`config.mk`:
```
export PLATFORM = sky130hd
export DESIGN_NAME = ifetch_issue
export DESIGN_NICKNAME = d
export VERILOG_FILES = /design/src/rtl/ifetch_issue_pkg.sv /design/src/rtl/ifetch_fifo.sv /design/src/rtl/ifetch_issue.sv
export SDC_FILE = /design/constraint.sdc
export NUM_CORES = 1
export LEC_CHECK = 0
export ABC_AREA = 1
export ABC_CLOCK_PERIOD_IN_PS = 3360
export BUFFER_PORTS_ARGS = -buffer_cell sky130_fd_sc_hd__buf_4
export CAP_MARGIN = 40
export CORE_ASPECT_RATIO = 0.75
export CORE_MARGIN = 8
export CORE_UTILIZATION = 50
export CTS_CLUSTER_DIAMETER = 150
export DETAILED_ROUTE_END_ITERATION = 16
export GPL_ROUTABILITY_DRIVEN = 0
export PLACE_DENSITY = 0.69
export SYNTH_ARGS = -nofsm -noshare
export SYNTH_HDL_FRONTEND = slang
export SYNTH_HIERARCHICAL = 1
export SYNTH_SLANG_ARGS = --single-unit
```
`constraint.sdc`:
```
create_clock -name clk -period 3.36 [get_ports clk]
set_clock_uncertainty 0.2 [all_clocks]
set_input_delay 0 -clock clk [delete_from_list [all_inputs] [get_ports clk]]
set_output_delay 0 -clock clk [all_outputs]
set_load 0.01 [all_outputs]
```
`src/rtl/ifetch_issue_pkg.sv`:
```
// ifetch_issue_pkg: shared FSM states, tag width and FIFO entry layout for the fetch unit.
package ifetch_issue_pkg;
  localparam int TAG_WIDTH = 3;
  typedef enum logic [1:0] {BOOT, RUN, FLUSH} state_e;
  typedef struct packed {
    logic [TAG_WIDTH-1:0] tag;
    logic [31:0]          pc;
    logic [31:0]          instr;
  } fifo_entry_t;
endpackage

```
`src/rtl/ifetch_fifo.sv`:
```
// ifetch_fifo: DEPTH-entry response buffer with flush; head is read straight from storage flops.
module ifetch_fifo
  import ifetch_issue_pkg::*;
#(
  parameter int DEPTH = 2
) (
  input  logic                         clk,
  input  logic                         reset,
  input  logic                         push,
  input  logic                         pop,
  input  logic                         flush,
  input  fifo_entry_t                  din,
  output fifo_entry_t                  head,
  output logic                         full,
  output logic                         empty,
  output logic [$clog2(DEPTH+1)-1:0]   occ
);
  localparam int AW = DEPTH > 1 ? $clog2(DEPTH) : 1;
  localparam int CW = $clog2(DEPTH+1);
  fifo_entry_t mem_q [DEPTH];
  fifo_entry_t mem_d [DEPTH];
  logic [AW-1:0] wr_q, wr_d, rd_q, rd_d;
  logic [CW-1:0] cnt_q, cnt_d;
  logic do_push, do_pop;
  function automatic logic [AW-1:0] nxt(input logic [AW-1:0] p);
    return p == AW'(DEPTH-1) ? '0 : p + 1'b1;
  endfunction
  assign full    = cnt_q == CW'(DEPTH);
  assign empty   = cnt_q == '0;
  assign occ     = cnt_q;
  assign head    = mem_q[rd_q];
  assign do_push = push & ~full;
  assign do_pop  = pop & ~empty;
  always_comb begin
    mem_d = mem_q;
    if (do_push && !flush) mem_d[wr_q] = din;
    wr_d  = flush ? '0 : do_push ? nxt(wr_q) : wr_q;
    rd_d  = flush ? '0 : do_pop ? nxt(rd_q) : rd_q;
    cnt_d = flush ? '0 : cnt_q + CW'(do_push) - CW'(do_pop);
  end
  always_ff @(posedge clk) begin
    if (reset) begin
      mem_q <= '{default: '0};
      wr_q  <= '0;
      rd_q  <= '0;
      cnt_q <= '0;
    end else begin
      mem_q <= mem_d;
      wr_q  <= wr_d;
      rd_q  <= rd_d;
      cnt_q <= cnt_d;
    end
  end
endmodule

```
`src/rtl/ifetch_issue.sv`:
```
// ifetch_issue: credit-limited instruction fetch with jump flush and tagged in-order response buffer.
// Optional: define IFETCH_RVC_EN to honour jump_target_i[1] in the reported PC.
module ifetch_issue
  import ifetch_issue_pkg::*;
#(
  parameter logic [31:0] BOOT_ADDR = 32'h0000_0000,
  parameter int          DEPTH     = 2
) (
  input  logic                 clk,
  input  logic                 reset,
  input  logic                 enable_i,
  input  logic                 jump_i,
  input  logic [31:0]          jump_target_i,
  output logic                 imem_req_o,
  output logic [31:0]          imem_addr_o,
  input  logic                 imem_gnt_i,
  input  logic                 imem_rvalid_i,
  input  logic [31:0]          imem_rdata_i,
  output logic                 valid_o,
  input  logic                 ready_i,
  output logic [TAG_WIDTH-1:0] tag_o,
  output logic [31:0]          pc_o,
  output logic [31:0]          instruction_o
);
  localparam int CW = $clog2(DEPTH+1);
  state_e state_q, state_d;
  logic [31:0] fetch_q, fetch_d, resp_pc_q, resp_pc_d, tgt_pc, tgt_addr;
  logic [CW-1:0] inflight_q, inflight_d, drop_q, drop_d, occ;
  logic [TAG_WIDTH-1:0] tag_q, tag_d;
  logic jump, issue, push, pop, full, empty;
  fifo_entry_t din, head;
`ifdef IFETCH_RVC_EN
  assign tgt_pc = jump_target_i & ~32'h1;
`else
  assign tgt_pc = jump_target_i & ~32'h3;
`endif
  assign tgt_addr    = jump_target_i & ~32'h3;
  assign jump        = jump_i & (state_q != BOOT);
  assign imem_req_o  = (state_q != BOOT) & ~jump_i &
                       (({1'b0, inflight_q} + {1'b0, occ}) < (CW+1)'(DEPTH));
  assign imem_addr_o = fetch_q;
  assign issue       = imem_req_o & imem_gnt_i;
  assign push        = imem_rvalid_i & (drop_q == '0) & ~jump & ~full;
  assign pop         = ~empty & ready_i & enable_i & ~jump;
  assign din         = '{tag: tag_q, pc: resp_pc_q, instr: imem_rdata_i};
  assign valid_o       = ~empty;
  assign tag_o         = head.tag;
  assign pc_o          = head.pc;
  assign instruction_o = head.instr;
  ifetch_fifo #(.DEPTH(DEPTH)) u_fifo (
    .clk(clk), .reset(reset), .push(push), .pop(pop), .flush(jump), .din(din),
    .head(head), .full(full), .empty(empty), .occ(occ)
  );
  always_comb begin
    inflight_d = inflight_q + CW'(issue) - CW'(imem_rvalid_i);
    state_d    = state_q;
    fetch_d    = issue ? fetch_q + 32'd4 : fetch_q;
    resp_pc_d  = push ? {resp_pc_q[31:2], 2'b00} + 32'd4 : resp_pc_q;
    drop_d     = (imem_rvalid_i && drop_q != '0) ? drop_q - 1'b1 : drop_q;
    tag_d      = tag_q;
    if (state_q == BOOT) begin
      state_d   = RUN;
      fetch_d   = BOOT_ADDR;
      resp_pc_d = BOOT_ADDR;
    end else if (jump) begin
      // responses still owed to the old stream must be swallowed
      tag_d     = tag_q + 1'b1;
      fetch_d   = tgt_addr;
      resp_pc_d = tgt_pc;
      drop_d    = inflight_d;
      state_d   = inflight_d != '0 ? FLUSH : RUN;
    end else if (state_q == FLUSH && drop_d == '0) begin
      state_d   = RUN;
    end
  end
  always_ff @(posedge clk) begin
    if (reset) begin
      state_q    <= BOOT;
      fetch_q    <= BOOT_ADDR;
      resp_pc_q  <= BOOT_ADDR;
      inflight_q <= '0;
      drop_q     <= '0;
      tag_q      <= '0;
    end else begin
      state_q    <= state_d;
      fetch_q    <= fetch_d;
      resp_pc_q  <= resp_pc_d;
      inflight_q <= inflight_d;
      drop_q     <= drop_d;
      tag_q      <= tag_d;
    end
  end
endmodule

```
## Word level (Yosys, flattened, before mapping)

Index checks and enable logic that the tools add are counted.

- Add/subtract/negate cells: 11
- Magnitude comparators: 4
- Eq/ne operators: 2
- Muxes and demuxes: 19
- Bitwise gates (word level): 19
- Reductions and logical operators: 20

Operator list:

| operator | count |
|---|---|
| 67-bit two-way mux | 4 |
| 134-bit bitwise mux | 1 |
| 32-bit two-way mux | 4 |
| 67-bit demux with 1-bit select | 1 |
| 32-bit by 3-bit adder with 32-bit output (second input constant) | 2 |
| 1-bit bitwise AND | 12 |
| 2-bit two-way mux | 6 |
| 2-bit nonzero test | 6 |
| 2-bit zero test | 4 |
| 1-bit NOT | 5 |
| 2-bit by 1-bit adder with 2-bit output | 2 |
| 2-bit == test (second input constant) | 2 |
| 2-bit greater-or-equal comparator (second input constant) | 2 |
| 1-bit logical AND | 4 |
| 1-bit NOT with 2-bit output | 2 |
| 2-bit OR reduction | 2 |
| 2-bit by 1-bit subtractor with 2-bit output | 2 |
| 2-bit by 2-bit adder with 3-bit output | 1 |
| 3-bit by 1-bit adder with 3-bit output (second input constant) | 1 |
| 3-bit by 2-bit less-than comparator with 1-bit output (second input constant) | 1 |
| 1-bit two-way mux | 3 |
| 3-bit nonzero test | 1 |
| 3-bit OR reduction | 1 |
| 1-bit adder (second input constant) | 2 |
| other kinds (4) | 4 |

- Flip-flop bits (word level): 211
- Input port bits: 71

## Logic depth before layout (Yosys ltp)

- Depth after elaboration: 10
- Depth in mapped cells: 16
- Depth with buffers taken out: 15

## Hierarchy

Netlist, hierarchy kept.

By module, submodules not included:

| module | instances | cells each | area an instance (um^2) |
|---|---|---|---|
| ifetch_fifo | 1 | 1051 | 6560.0 |
| ifetch_issue | 1 | 787 | 4668.2 |

## Worst setup path before layout

OpenSTA, ideal clock, no wires.

- Kind: reg2reg
- Start: reg u_fifo.cnt_q[0], in the netlist u_fifo/occ[0]
- End: reg state_q[0]
- Library setup time: 0.064 ns
- Arrival: 2.405 ns
- Required time: 3.096 ns
- Setup slack: 0.691 ns
- Cell stages (with the launch flop): 16
- Path buffers: 0
- Clock period less this slack: 2.669 ns
- Path through: dfxtp_1 > nand2_1 > inv_1 > fa_1 > nor2_1 > nand2_1 > nor2_2 > nand2_2 > ha_1 > inv_1 > ha_1 > xor2_1 > xor2_1 > o21ai_0 > nand2_1 > nor2_1

- Cells in the longest elaborated chain, start to end: 10

RTL lines:

| element | RTL line | text |
|---|---|---|
| start, declared | ifetch_fifo.sv:23 | `logic [CW-1:0] cnt_q, cnt_d;` |
| start signal, assigned | ifetch_fifo.sv:51 | `cnt_q <= cnt_d;` |
| 2-bit by 2-bit adder with 3-bit output | ifetch_issue.sv:40 | `(({1'b0, inflight_q} + {1'b0, occ}) < (CW+1)'(DEPTH));` |
| 3-bit by 2-bit less-than comparator with 1-bit output | ifetch_issue.sv:40 |  |
| 1-bit bitwise AND | ifetch_issue.sv:39 | `assign imem_req_o = (state_q != BOOT) & ~jump_i &` |
| net imem_req_o | ifetch_issue.sv:14 | `output logic imem_req_o,` |
| 1-bit bitwise AND | ifetch_issue.sv:42 | `assign issue = imem_req_o & imem_gnt_i;` |
| 2-bit by 1-bit adder with 2-bit output | ifetch_issue.sv:55 | `inflight_d = inflight_q + CW'(issue) - CW'(imem_rvalid_i);` |
| 2-bit by 1-bit subtractor with 2-bit output | ifetch_issue.sv:55 |  |
| 2-bit nonzero test | ifetch_issue.sv:71 | `state_d = inflight_d != '0 ? FLUSH : RUN;` |
| 2-bit two-way mux | ifetch_issue.sv:71 |  |
| 2-bit two-way mux | ifetch_issue.sv:65 | `end else if (jump) begin` |
| 1-bit two-way mux | ifetch_issue.sv:61 | `if (state_q == BOOT) begin` |
| end signal, assigned | ifetch_issue.sv:85 | `state_q <= state_d;` |
| end, declared | ifetch_issue.sv:26 | `state_e state_q, state_d;` |

The timed path passes the listed nets, and every way through them passes these cells.
A chain may end at the register's enable or synchronous reset.

## Worst setup path in the final report

- Start: reg u_fifo.cnt_q[0], in the netlist u_fifo/occ[0]
- End: reg inflight_q[1]

- Cells in the longest elaborated chain, start to end: 6

RTL lines:

| element | RTL line | text |
|---|---|---|
| 2-bit by 2-bit adder with 3-bit output | ifetch_issue.sv:40 |  |
| 3-bit by 2-bit less-than comparator with 1-bit output | ifetch_issue.sv:40 |  |
| 1-bit bitwise AND | ifetch_issue.sv:39 |  |
| 1-bit bitwise AND | ifetch_issue.sv:42 |  |
| 2-bit by 1-bit adder with 2-bit output | ifetch_issue.sv:55 |  |
| 2-bit by 1-bit subtractor with 2-bit output | ifetch_issue.sv:55 |  |
| end signal, assigned | ifetch_issue.sv:88 | `inflight_q <= inflight_d;` |
| end, declared | ifetch_issue.sv:28 | `logic [CW-1:0] inflight_q, inflight_d, drop_q, drop_d, occ;` |

No other way between the ends.

==> flow_metrics.env <==
export IMPL_hold_start="imem_rdata_i[7]"
export IMPL_ir_drop_uv=363
export IMPL_synth_cell_types=37
export IMPL_synth_top_cell_area_share_pct=36.9
export IMPL_power_density_nw_per_um2=506
export IMPL_antenna_found_initial=1
export IMPL_synth_most_common_cell="nand2_1"
export IMPL_wl_per_cell_um=14.1
export IMPL_avgSynthCellArea_um2=6.11
export IMPL_num_io_pins=172
export IMPL_ys_warn_count=6
export IMPL_instances_no_fill=2336
export IMPL_criticalPathCategory="register to register"
export IMPL_synthArstFlopShare_pct=0
export IMPL_antenna_left=0
export IMPL_synth_area_um2=11200
export IMPL_cts_made_buffers=23
export IMPL_top_usage_layer="met2"
export IMPL_ys_flop_type="dfxtp_1"
export IMPL_endpoint_kind="register"
export IMPL_vias_per_cell=5.07
export IMPL_hold_violations=0
export IMPL_crit_chain="nand2_1 -> inv_1 -> fa_1 -> nor2_1 -> nand2_1 -> nor2_2 -> nand2_2 -> ha_1 -> inv_1 -> ha_1 -> xor2_2 -> xor2_1 -> inv_1 -> nor2_1 -> dlygate4sd3_1"
export IMPL_use_met3_pct=3.95
export IMPL_dpl_hpwl_mm=21.0
export IMPL_routed_via_count=11800
export IMPL_worst_pin_slew_ps=766
export IMPL_cp_slowest_cell="dlygate4sd3_1"
export IMPL_cts_tree="done"
export IMPL_root_buffer="clkbuf_16"
export IMPL_post_route_drc_count=0
export IMPL_drt_iter0_drc=1182
export IMPL_start_util_pct=50.9
export IMPL_placedCellCount=2219
export IMPL_syn_inst=1838
export IMPL_n_fill_cell=2134
export IMPL_synthTopCellsByArea="dfxtp_1 (37%), nand2_1 (17%), nor2_1 (12%), inv_1 (7.8%), o21ai_0 (5.3%)"
export IMPL_worstPathArrival_ps=3400
export IMPL_grt_util_met1_pct=32.1
export IMPL_grt_usage_pct=23.0
export IMPL_drive_gt1_share_pct=12.2
export IMPL_grt_pass1_wl_mm=54.1
export IMPL_reg2reg_from="u_fifo/occ[0]"
export IMPL_fin_util_pct=63.8
export IMPL_grt_overflow=0
export IMPL_port_buffers=167
export IMPL_post_dp_cell_area_um2=12600
export IMPL_grtUsageMet2_pct=37.0
export IMPL_worstSetupStartpointType="register"
export IMPL_syn2layout_area_growth_pct=25.3
export IMPL_clk_path_buf_depth=3
export IMPL_relSlewSlack_pct=48.6
export IMPL_hold_path_class="input pin to register"
export IMPL_hold_slack_ps=75.3
export IMPL_r2r_end="inflight_q[1]"
export IMPL_die_area_um2=27600
export IMPL_worst_path_most_repeated_cell="inv_1"
export IMPL_die_h_um=146
export IMPL_finalMaxSlewViolations=0
export IMPL_path_clk_slew_ps=60
export IMPL_cts_sinks=207
export IMPL_core_um2=22100
export IMPL_critPathMaxStageDelay_ps=540
export IMPL_cts_htree_levels=1
export IMPL_cap_violations=0
export IMPL_cp_max_fo=4
export IMPL_hold_path_depth=4
export IMPL_status="finished clean"
export IMPL_grt_pass1_vias=10600
export IMPL_period_minus_slack_ps=3160
export IMPL_design_area_um2=14100
export IMPL_totalNegativeSetupSlack_ps=0
export IMPL_fmax_ghz=0.317
export IMPL_synth_edf_count=0
export IMPL_dr_pass1_iters=6
export IMPL_worstPathRequired_ps=3610
export IMPL_grt_max_degree=135
export IMPL_seq_area_frac_synth_pct=36.9
export IMPL_die_x_um=189
export IMPL_worst_r2r_path_depth=15
export IMPL_leakagePower_nw=6.38
export IMPL_layout_nets=2107
export IMPL_fin_crit_sh_pct=93.9
export IMPL_synth_seq_cells=207
export IMPL_yosysTopAreaCell="dfxtp_1"
export IMPL_synthTopCellsByCount="nand2_1 (506), nor2_1 (363), inv_1 (232)"
export IMPL_finalWirelength_mm=33.0
export IMPL_rrSetupSlack_ps=200
export IMPL_clk_latency_ps=500
export IMPL_finalSetupViolCount=0
export IMPL_whs_endpoint="u_fifo/mem_q[74]"
export IMPL_row_count=47
[through the flow]
step / worst slack (ps) / power, mW
4_1_cts: 133 / 7.15
2_1_floorplan: 691 / 4.02
3_3_place_gp: 559 / 4.63
5_1_grt: -11.2 / 7.54
6_report: 204 / 7.12
3_5_place_dp: 493 / 4.66
[kinds of logic after synthesis]
| kind of cell | count (synthesis) | share of synthesized area [%] |
|---|---|---|
| compound gates | 217 | 10.1 |
| xor+xnor | 9 | 0.702 |
| fa+ha+maj | 9 | 1.07 |
| buf+inv | 339 | 12.4 |
| flops | 207 | 36.9 |
| other cells | 1 | 0.0334 |
| simple gates | 1056 | 38.8 |
[per-layer routing]
metal | up-vias | routed length [µm]
met5 | - | 0
met1 | 5379 | 15500
met4 | 0 | 457
li1 | 6073 | -
met3 | 38 | 2330
met2 | 353 | 14800
[power by group]
part | switching, mW | leakage (nW) | total (mW) | internal (mW)
combinational | 1.12 | 4.34 | 1.83 | 0.713
clock | 0.992 | 0.353 | 2.41 | 1.42
sequential | 0.165 | 1.69 | 2.87 | 2.71
total | 2.28 | 6.38 | 7.12 | 4.84
[worst max path at each step]
stage / from / endpoint / slack [ps] / cells after the start
floorplan: u_fifo/occ[0] / state_q[0] / 690 / 15
CTS: u_fifo/occ[0] / inflight_q[1] / 130 / 15
global route: u_fifo/occ[0] / inflight_q[1] / -10 / 15
global placement: u_fifo/occ[0] / state_q[0] / 560 / 15
finish: u_fifo/occ[0] / inflight_q[1] / 200 / 15
detailed placement: u_fifo/occ[0] / state_q[0] / 490 / 15
[cell type report]
cell class              count  area (µm²)  share of cell area, %
diodes                      1        2.50                 0.0178
clock buffers              33         653                   4.64
clock inverters             6        55.1                  0.391
inverters                 238         896                   6.37
multi-input cells        1297        5740                   40.8
flip-flops and latches    207        4150                   29.5
well taps                 294         368                   2.62
repair buffers            260        2200                   15.6
[repair_timing]
| action | CTS | global route |
|---|---|---|
| hold buffers | 74 | 0 |
| endpoints found under the setup margin | 0 | 1 |
| buffers inserted | 0 | 3 |
| endpoints found under the hold margin | 185 | 0 |
| gates resized for setup | 0 | 3 |
[cell usage in the layout (no fill, tap or decap), types with 2 or more instances in the layout]
cell type      count
clkbuf_8           4
clkbuf_16         23
nor3_1             3
dfxtp_2            2
nor2_4             6
o211ai_1           5
nand2_2            4
buf_4            181
dfxtp_1          204
and2_1             2
o21ai_1            7
nor2_1           362
o21ai_0          118
xor2_1             4
dlygate4sd3_1     74
nand3b_1           4
inv_2              4
xnor2_1            4
nand2_1          506
clkinv_2           5
buf_12             5
inv_1            232
a31oi_1           11
nand3_1           86
nand4_1           74
nor2_2             6
clkbuf_1           6
o21bai_1           3
a21oi_1           69
ha_1               8
conb_1             6
[sequential cells by signal, summed over array words and instances, names as in the netlist]
name and flops:
resp_pc_q 30, u_fifo/occ 2, u_fifo/mem_q 134, state_q 2, u_fifo/wr_q 1, drop_q 2, imem_addr_o 30, inflight_q 2
u_fifo/rd_q 1, tag_q 3
[critical path, delay by kind of cell (launching register included)]
family	cells	cell delay, ps
xor+xnor	2	390
flops	1	340
buf+inv	4	720
simple gates	6	600
fa+ha+maj	3	840
Power figures use the tool's default switching activity.
